`src/rtl/barrel_sched_pkg.sv`:
```
// Shared types and default sizing for the barrel spawn scheduler.
package barrel_sched_pkg;

    typedef enum logic [1:0] {
        IDLE = 2'd0,
        PEND = 2'd1,
        HOLD = 2'd2,
        GAP  = 2'd3
    } sched_state_t;

    localparam int DEF_NUM_SLOTS  = 16;
    localparam int DEF_START_HOLD = 2;
    localparam int DEF_MIN_GAP    = 8;

endpackage

```
`src/rtl/barrel_spawn_sched_slot_pick.sv`:
```
// Free-slot picker: scans the free mask starting at a rotation offset and
// returns a one-hot grant for the first free slot found, wrapping at N-1.
module slot_pick #(
    parameter int N  = 16,
    parameter int IW = $clog2(N)
) (
    input  logic [N-1:0]  i_free,
    input  logic [IW-1:0] i_rot,
    output logic [N-1:0]  o_grant,
    output logic          o_valid
);

    logic [IW-1:0] w_pos;

    always_comb begin
        o_grant = '0;
        o_valid = 1'b0;
        w_pos   = '0;
        for (int k = 0; k < N; k++) begin
            w_pos = IW'((int'(i_rot) + k) % N);
            if (!o_valid && i_free[w_pos]) begin
                o_valid        = 1'b1;
                o_grant[w_pos] = 1'b1;
            end
        end
    end

endmodule

```
`src/rtl/barrel_spawn_sched.sv`:
```
// Allocates barrel slots to Kong drop events with a held start window and
// launch spacing. Define BARREL_SCHED_RR_ALLOC_EN for round-robin allocation.
module barrel_spawn_sched
    import barrel_sched_pkg::*;
#(
    parameter int NUM_SLOTS  = DEF_NUM_SLOTS,
    parameter int START_HOLD = DEF_START_HOLD,
    parameter int MIN_GAP    = DEF_MIN_GAP,
    parameter int CW         = $clog2(NUM_SLOTS + 1)
) (
    input  logic                 clk,
    input  logic                 rst_n,
    input  logic                 tick,
    input  logic                 run,
    input  logic                 drop_req,
    input  logic [NUM_SLOTS-1:0] slot_done,
    output logic [NUM_SLOTS-1:0] start,
    output logic [NUM_SLOTS-1:0] busy,
    output logic [CW-1:0]        active_count,
    output logic                 full,
    output logic                 drop_ack,
    output logic                 drop_lost
);

    localparam int IW   = $clog2(NUM_SLOTS);
    localparam int MAXC = (START_HOLD > MIN_GAP) ? START_HOLD : MIN_GAP;
    localparam int TW   = $clog2(MAXC + 1);

    sched_state_t         r_state;
    logic [NUM_SLOTS-1:0] r_start;
    logic [NUM_SLOTS-1:0] r_busy;
    logic [CW-1:0]        r_count;
    logic                 r_full;
    logic                 r_drop_ack;
    logic                 r_drop_lost;
    logic                 r_pending;
    logic [TW-1:0]        r_cnt;

    logic [NUM_SLOTS-1:0] w_grant;
    logic                 w_pick_valid;
    logic [IW-1:0]        w_rot;
    logic                 w_launch;
    logic                 w_hold_done;
    logic [NUM_SLOTS-1:0] w_busy_nxt;
    logic [NUM_SLOTS-1:0] w_start_nxt;
    logic [CW-1:0]        w_count_nxt;

    slot_pick #(
        .N  (NUM_SLOTS),
        .IW (IW)
    ) u_pick (
        .i_free  (~r_busy),
        .i_rot   (w_rot),
        .o_grant (w_grant),
        .o_valid (w_pick_valid)
    );

    // Selection looks only at registered busy, so a slot retired this cycle
    // cannot be granted until the next one.
    assign w_launch    = r_pending && w_pick_valid && ((r_state == IDLE) || (r_state == PEND));
    assign w_hold_done = (r_state == HOLD) && tick && (r_cnt <= TW'(1));
    assign w_busy_nxt  = (r_busy & ~slot_done) | (w_launch ? w_grant : '0);
    assign w_start_nxt = w_launch    ? w_grant :
                         w_hold_done ? '0      : (r_start & ~slot_done);

    always_comb begin
        w_count_nxt = '0;
        for (int i = 0; i < NUM_SLOTS; i++) begin
            w_count_nxt = w_count_nxt + CW'(w_busy_nxt[i]);
        end
    end

`ifdef BARREL_SCHED_RR_ALLOC_EN
    logic [IW-1:0] r_ptr;
    logic [IW-1:0] w_ptr_nxt;

    always_comb begin
        w_ptr_nxt = '0;
        for (int i = 0; i < NUM_SLOTS; i++) begin
            if (w_grant[i]) begin
                w_ptr_nxt = (i == NUM_SLOTS - 1) ? '0 : IW'(i + 1);
            end
        end
    end

    always_ff @(posedge clk or negedge rst_n) begin
        if (!rst_n) begin
            r_ptr <= '0;
        end else if (!run) begin
            r_ptr <= '0;
        end else if (w_launch) begin
            r_ptr <= w_ptr_nxt;
        end
    end

    assign w_rot = r_ptr;
`else
    assign w_rot = '0;
`endif

    always_ff @(posedge clk or negedge rst_n) begin
        if (!rst_n) begin
            r_state     <= IDLE;
            r_start     <= '0;
            r_busy      <= '0;
            r_count     <= '0;
            r_full      <= 1'b0;
            r_drop_ack  <= 1'b0;
            r_drop_lost <= 1'b0;
            r_pending   <= 1'b0;
            r_cnt       <= '0;
        end else if (!run) begin
            r_state     <= IDLE;
            r_start     <= '0;
            r_busy      <= '0;
            r_count     <= '0;
            r_full      <= 1'b0;
            r_drop_ack  <= 1'b0;
            r_drop_lost <= 1'b0;
            r_pending   <= 1'b0;
            r_cnt       <= '0;
        end else begin
            r_busy      <= w_busy_nxt;
            r_start     <= w_start_nxt;
            r_count     <= w_count_nxt;
            r_full      <= &w_busy_nxt;
            r_drop_ack  <= w_launch;
            r_drop_lost <= drop_req && r_pending;

            if (w_launch) begin
                r_pending <= 1'b0;
            end else if (drop_req) begin
                r_pending <= 1'b1;
            end

            case (r_state)
                IDLE: begin
                    if (r_pending) begin
                        if (w_launch) begin
                            r_state <= HOLD;
                            r_cnt   <= TW'(START_HOLD);
                        end else begin
                            r_state <= PEND;
                        end
                    end
                end
                PEND: begin
                    if (w_launch) begin
                        r_state <= HOLD;
                        r_cnt   <= TW'(START_HOLD);
                    end
                end
                HOLD: begin
                    if (tick) begin
                        if (r_cnt <= TW'(1)) begin
                            r_cnt   <= TW'(MIN_GAP);
                            r_state <= (MIN_GAP > 0) ? GAP : (r_pending ? PEND : IDLE);
                        end else begin
                            r_cnt <= r_cnt - TW'(1);
                        end
                    end
                end
                GAP: begin
                    if (tick) begin
                        if (r_cnt <= TW'(1)) begin
                            r_cnt   <= '0;
                            r_state <= r_pending ? PEND : IDLE;
                        end else begin
                            r_cnt <= r_cnt - TW'(1);
                        end
                    end
                end
                default: r_state <= IDLE;
            endcase
        end
    end

    assign start        = r_start;
    assign busy         = r_busy;
    assign active_count = r_count;
    assign full         = r_full;
    assign drop_ack     = r_drop_ack;
    assign drop_lost    = r_drop_lost;

endmodule

```
`config.mk`:
```
export PLATFORM = sky130hd
export DESIGN_NAME = barrel_spawn_sched
export DESIGN_NICKNAME = d
export VERILOG_FILES = /design/src/rtl/barrel_sched_pkg.sv /design/src/rtl/barrel_spawn_sched_slot_pick.sv /design/src/rtl/barrel_spawn_sched.sv
export SDC_FILE = /design/constraint.sdc
export NUM_CORES = 1
export LEC_CHECK = 0
export CAP_MARGIN = 5
export CORE_ASPECT_RATIO = 0.6
export CORE_MARGIN = 2
export CORE_UTILIZATION = 40
export CTS_BUF_LIST = sky130_fd_sc_hd__clkbuf_8
export DETAILED_ROUTE_END_ITERATION = 12
export GPL_ROUTABILITY_DRIVEN = 1
export PLACE_DENSITY_LB_ADDON = 0.05
export SLEW_MARGIN = 30
export SYNTH_ARGS = -nofsm -noshare
export SYNTH_HDL_FRONTEND = slang
export SYNTH_SLANG_ARGS = --single-unit
export TNS_END_PERCENT = 50
```
`constraint.sdc`:
```
create_clock -name clk -period 5.34 [get_ports clk]
set_input_delay 0.534 -clock clk [delete_from_list [all_inputs] [get_ports clk]]
set_output_delay 0.534 -clock clk [all_outputs]
set_load 0.02 [all_outputs]
```
* After elaboration in Yosys (flattened, before gate mapping) *
Cells that the tools add are included.
Widths: inputs -> output; s select.

cells by class
  $add $sub $neg = 16
  order comparisons = 1
  equal/unequal tests = 10
  mux-type cells = 62
  bitwise logic cells = 5
  reduce and logical (&&, ||, !) cells = 40

operators with widths
  cell                number
  $mux 16             6
  $add 5x1->5         11
  $and 16x16->16      2
  $mux 4              8
  $not 16->16         2
  $mux 1              24
  $logic_and 1x1->1   20
  $mux 2              9
  $or 16x16->16       1
  $pmux 4 s4          1
  $reduce_and 16->1   1
  $logic_not 1->1     15
  $mux 15             1
  $ne 3x3->1 const B  5
  $mux 14             1
  $mux 13             1
  $mux 12             1
  $mux 11             1
  $mux 10             1
  $mux 5              2
  $mux 9              1
  $mux 8              1
  $pmux 2 s4          1
  $mux 7              1
  16 further kinds    17

word-level totals
  register bits after elaboration = 47
  bits of input ports = 21
  output and inout bits = 40
  word-level logic and storage cells = 143

* Logic depth before layout (Yosys ltp) *
  depth after elaboration = 67
  mapped depth = 20
  mapped depth without buffers = 20

* Cells and area by module *
A second synthesis with hierarchy kept.

unflattened totals
  cells, all modules = 746
  area total of the unflattened synthesis = 6371.1 µm²

by module, submodules not included
  module              instances  cells an instance  area an instance (µm²)  seq. area each (µm²)
  slot_pick           1          503                3809.9                  0.0
  barrel_spawn_sched  1          243                2561.2                  1176.1

* Least setup slack after synthesis *
No wires, ideal clock.

  path kind = register to register
  start point = register r_busy[4], in the netlist busy[4]
  end point = register r_count[2], in the netlist active_count[2]
  library setup time = 119 ps
  data arrival time = 4534 ps
  required time = 5221 ps
  slack = 687 ps
  cell stages (with the launch flop) = 18
  buffers on the path = 1
  clock period less this slack = 4653 ps
  cells stage by stage = dfrtp_1 > buf_4 > nand4_2 > o41a_1 > nand3_1 > o21ai_0 > inv_1 > fa_1 > inv_1 > fa_1 > fa_1 > inv_1 > fa_1 > inv_1 > ha_1 > fa_1 > xor2_1 > and2_1

on the way
  longest elaborated chain between the ends = 56
  elaborated cells between the ends (all ways) = 69
  those cells by class = add/sub: 15; mux: 26; bitwise: 3; reduce/logical: 25

RTL lines
  what                        line                                RTL
  from (decl)                 barrel_spawn_sched.sv:31            logic [NUM_SLOTS-1:0] r_busy;
  from (signal assigned)      barrel_spawn_sched.sv:123           r_busy <= w_busy_nxt;
  $not 16->16                 barrel_spawn_sched.sv:52            .i_free (~r_busy),
  $logic_and 1x1->1           barrel_spawn_sched_slot_pick.sv:21  if (!o_valid && i_free[w_pos]) begin
  $mux 1                      barrel_spawn_sched_slot_pick.sv:21
  $logic_not 1->1             barrel_spawn_sched_slot_pick.sv:21
  $logic_and 1x1->1           barrel_spawn_sched_slot_pick.sv:21
  $mux 1                      barrel_spawn_sched_slot_pick.sv:21
  $logic_not 1->1             barrel_spawn_sched_slot_pick.sv:21
  $logic_and 1x1->1           barrel_spawn_sched_slot_pick.sv:21
  (+31 left out)              n/a
  $or 16x16->16 (*)           barrel_spawn_sched.sv:62            assign w_busy_nxt = (r_busy & ~slot_done) | (w_launch ? w_grant : '0);
  $add 1x1->2                 barrel_spawn_sched.sv:69            w_count_nxt = w_count_nxt + CW'(w_busy_nxt[i]);
  $add 2x1->3                 barrel_spawn_sched.sv:69
  $add 3x1->4                 barrel_spawn_sched.sv:69
  $add 4x1->5                 barrel_spawn_sched.sv:69
  $add 5x1->5 (10 in series)  barrel_spawn_sched.sv:69
  $add 5x1->5 (*)             barrel_spawn_sched.sv:69
  $mux 5 (*)                  barrel_spawn_sched.sv:112           end else if (!run) begin
  to (signal assigned)        barrel_spawn_sched.sv:125           r_count <= w_count_nxt;
  to (decl)                   barrel_spawn_sched.sv:32            logic [CW-1:0] r_count;

Every way passes the cells marked *; elsewhere a longest branch is shown, timed or not.
A chain may end at the register's enable or synchronous reset.

* Worst setup path after layout *
  start point = register r_state[0]
  end point = register r_count[2], in the netlist active_count[2]

on the way
  longest elaborated chain between the ends = 21
  elaborated cells between the ends (all ways) = 22
  those cells by class = add/sub: 15; eq/ne: 1; mux: 2; bitwise: 1; reduce/logical: 3

RTL lines
  what                                                  line                       RTL
  from (decl)                                           barrel_spawn_sched.sv:29   sched_state_t r_state;
  from (signal assigned)                                barrel_spawn_sched.sv:157  r_state <= (MIN_GAP > 0) ? GAP : (r_pending ? PEND : IDLE);
  from (signal assigned)                                barrel_spawn_sched.sv:167  r_state <= r_pending ? PEND : IDLE;
  $eq 2x1->1 / $logic_not 2->1 (equally long branches)  barrel_spawn_sched.sv:60   assign w_launch = r_pending && w_pick_valid && ((r_state == IDLE) || (r_state == PEND));
  $logic_or 1x1->1 (*)                                  barrel_spawn_sched.sv:60
  $logic_and 1x1->1 (*)                                 barrel_spawn_sched.sv:60
  $mux 16 (*)                                           barrel_spawn_sched.sv:62
  $or 16x16->16 (*)                                     barrel_spawn_sched.sv:62
  $add 1x1->2                                           barrel_spawn_sched.sv:69
  $add 2x1->3                                           barrel_spawn_sched.sv:69
  $add 3x1->4                                           barrel_spawn_sched.sv:69
  $add 4x1->5                                           barrel_spawn_sched.sv:69
  $add 5x1->5 (10 in series)                            barrel_spawn_sched.sv:69
  $add 5x1->5 (*)                                       barrel_spawn_sched.sv:69
  $mux 5 (*)                                            barrel_spawn_sched.sv:112

Marks and branches as above.

==> summary.md <==
| Metric | Value |
|---|---|
| Worst r2r path cells | 18 |
| Post-Synthesis Cells | 291 |
| Post-synthesis sequential area ratio | 40.45% |
| Vias in the first global route | 2444 |
| Layout cells sized above 1 | 6.232% |
| EDFF count, synth | 0 |
| Skew-Pair Late Insertion Delay | 0.32 ns |
| Initial antenna violation count | 0 |
| Routed wire length | 7753 um |
| Syn-to-layout area delta | 26.72% |
| Logic pwr share | 30.9% |
| WP buf/inv | 5 |
| Wire per inst | 17.46 um |
| Startpoint types | flip-flop |
| P_sw | 307.5 uW |
| Final core occ | 51.56% |
| H-tree depth | 2 |
| CTS buffer count | 5 |
| Setup repair after global routing missed its margin | no |
| Max Freq | 201.0 MHz |
| Worst Path Required | 5.54 ns |
| Yosys warns | 0 |
| Fillers | 668 |
| # Post-CTS Setup Buffers | 0 |
| GP Congestion | 0.8823 |
| Maximum vdd drop | 139.5 uV |
| Final Hold Vio Count | 0 |
| WHS | 0.2332 ns |
| CP max-delay cell | fa_1 |
| Number of cell rows | 24 |
| Combinational family with the most area after synthesis | simple AND/OR/NAND/NOR gates |
| Setup crit end kind | flip-flop |
| Multi-input logic area | 1593 um^2 |
| Register bit total from synthesis | 47 |
| Via count | 2449 |
| CTS Hold Bufs | 0 |
| Synth top area share | 40.45% |
| Max-Cap Viols | 0 |
| Period utilization | 93.16% |
| Top FF cell, synth | dfrtp_1 |
| Total GRT Usage | 21.02% |
| Fraction of registers with async set/reset | 100.0% |
| Critical path class | flip-flop to flip-flop |
| Worst R2R Setup Slack | 0.37 ns |
| Post-Place Worst Slack | 0.3707 ns |
| Synth Area in Simple Gates | 25.39% |
| Vias per cell | 5.516 |
| Total grt overflow | 0 |
| Flop pwr share | 45.3% |
| Family with the most delay on the worst path | adder cells |
| PnR worst setup slack | 0.3654 ns |
| Worst hold path type | input port to async pin |
| Fraction of the mapped netlist area in adder cells | 12.05% |
| Arrival @ worst endpoint | 5.17 ns |
| Residual DRC count | 0 |
| Share of total power in the clock network | 23.9% |
| FF-to-FF Start | r_state[0]$_DFFE_PN0P_ |
| Initial core utilization | 40.69% |
| Xor/xnor share of the synthesized area | 0.6024% |
| Leakage power | 1.615 nW |
| Root Buffer | clkbuf_8 |
| 1st-iter DRT viols | 166 |
| Internal | 574.0 uW |
| Worst-path fanout max | 6 |
| Clock skew | 0.01567 ns |
| Final #Nets | 397 |
| Die Wd | 114.1 um |
| CTS Sinks | 47 |
| Ant diodes | 0 |
| Post-synth cell types | 60 |
| Synthesized area | 2908 um^2 |
| Worst Setup SP | r_state[0]$_DFFE_PN0P_ |
| Sw frac | 34.88% |
| Pwr dens | 239.2 nW/um^2 |
| Largest net degree at the start of global routing | 50 |
| Slew headroom | 56.89% |
| Register area | 1176 um^2 |
| Largest cells by area after synthesis | dfrtp_1 (40%), fa_1 (6.9%), ha_1 (5.2%) |
| Max Slew Vio Count | 0 |
| I/O pin cnt | 61 |
| Top-count cell post-synth | dfrtp_1 |
| Critical path cell sequence | inv_1 > ha_1 > o21a_1 > o41a_1 > nand3_1 > o21ai_0 > inv_1 > fa_1 > inv_1 > fa_1 > fa_1 > inv_1 > fa_1 > inv_1 > ha_1 > fa_1 > xor2_1 > and2_1 |
| Top cells by count, synth | dfrtp_1 (47), inv_1 (29), and2_1 (19) |
| DIE HEIGHT | 70.05 um |
| Fin crit period | 4.975 ns |
| Mapped Nets | 334 |
| Synth Area in Compound Gates | 15.71% |
| Reg2reg end | active_count[2]$_DFF_PN0_ |
| Least-Margin Pin Slew | 0.6411 ns |
| Yosys top cell by area | dfrtp_1 |
| DIE AREA | 7990 um^2 |
| Crit path largest cell delay | 0.54 ns |
| TritonCTS clock tree | yes |
| Mux cell area share after synthesis | 1.033% |
| Syn Area/Cell | 9.992 um^2 |
| Setup TNS | 0 ns |
| Final setup viols | 0 |
| DR pass1 iterations | 4 |
| First-pass GRT wire length | 12810 um |
| PortBufs | 60 |
| Core footprint | 7147 um^2 |
| CTS resizes | 0 |
| Detailed Place HPWL | 5747 um |
| Clock-pin slew on the worst setup and hold paths | 0.08 ns |
| Detail Route Antenna Nets | 0 |
| Status | completed |
| CTS Buffer Depth | 2 |
## layout make-up
cell class / instances / share of cell area [%]
flip-flops and latches: 47 / 31.92
clock inverters: 1 / 0.1019
clock buffers: 5 / 1.868
inverters: 29 / 2.954
repair buffers: 63 / 16.84
well taps: 91 / 3.090
multi-input cells: 208 / 43.23
## stage by stage
step,total power [mW],cell area [um^2],std cells
final,0.8815,3685,444
after floorplan,0.5830,2908,291
after global routing,0.9425,3685,444
after CTS,0.8862,3685,444
after detailed placement,0.6758,3612,438
after global placement,0.6746,3610,438
## metal layers
| layer | vias to the layer above | GRT usage, % | share of wire [%] |
|---|---|---|---|
| li1 | 1150 | - | - |
| met1 | 1194 | 34.38 | 52 |
| met2 | 95 | 26.65 | 39 |
| met3 | 10 | 5.729 | 8.4 |
| met4 | 0 | 5.285 | 1.1 |
| met5 | - | 0 | 0 |
## worst max-delay path by stage
stage / end / cells past startpoint
2_1_floorplan: active_count[2]$_DFF_PN0_ / 17
3_3_place_gp: active_count[2]$_DFF_PN0_ / 18
3_5_place_dp: active_count[2]$_DFF_PN0_ / 18
4_1_cts: active_count[2]$_DFF_PN0_ / 18
5_1_grt: active_count[2]$_DFF_PN0_ / 18
6_report: active_count[2]$_DFF_PN0_ / 18
## power by group through the flow
stage          Combinational [mW]  Sequential, mW  Clock (mW)
3_3_place_gp                0.268           0.406           0
6_report                    0.272           0.399       0.210
5_1_grt                     0.309           0.403       0.230
3_5_place_dp                0.270           0.406           0
4_1_cts                     0.273           0.399       0.215
2_1_floorplan               0.173           0.410           0
## cell usage in the layout, fill, tap and decap left out, drive strengths merged, types with 2 or more instances in the layout
master         count
o21a               6
a31oi              4
nand4              6
o21ai             13
a21oi              5
clkbuf             5
clkdlybuf4s50     59
nand3              6
nor2b             12
dfrtp             47
nor3               8
nand2             15
o22ai              2
o211ai             3
and2              19
nand3b             9
or2                2
ha                12
a2bb2oi            2
fa                10
mux2i              3
inv               30
nand2b             9
nor2              12
a21boi             6
nand4b             2
nor3b              5
or2b               2
buf                4
o31ai              2
o32ai              4
a21o               3
and3               5
## registers in the layout (all words and copies together), names as in the netlist
register / cells
r_cnt: 4
r_state: 2
busy: 16
active_count: 5
start: 16
drop_lost: 1
full: 1
r_pending: 1
drop_ack: 1
## kinds of logic after synthesis
| kind of cell | count (synthesis) |
|---|---|
| xor gates and xnor gates | 2 |
| muxes | 3 |
| AOI/OAI and AO/OA | 61 |
| buffers and inverters | 36 |
| adders and majority gates | 22 |
| and+or+nand+nor | 120 |
| DFF | 47 |
## worst register-to-register path, delay by kind of cell, from the launching register on
kind	cells	cell delay (ns)
adders and majority gates	7	2.99
and+or+nand+nor	2	0.28
AOI/OAI and AO/OA	3	0.68
DFF	1	0.41
buffers and inverters	5	0.38
xor gates and xnor gates	1	0.15
(Power assumes the default switching activity.)
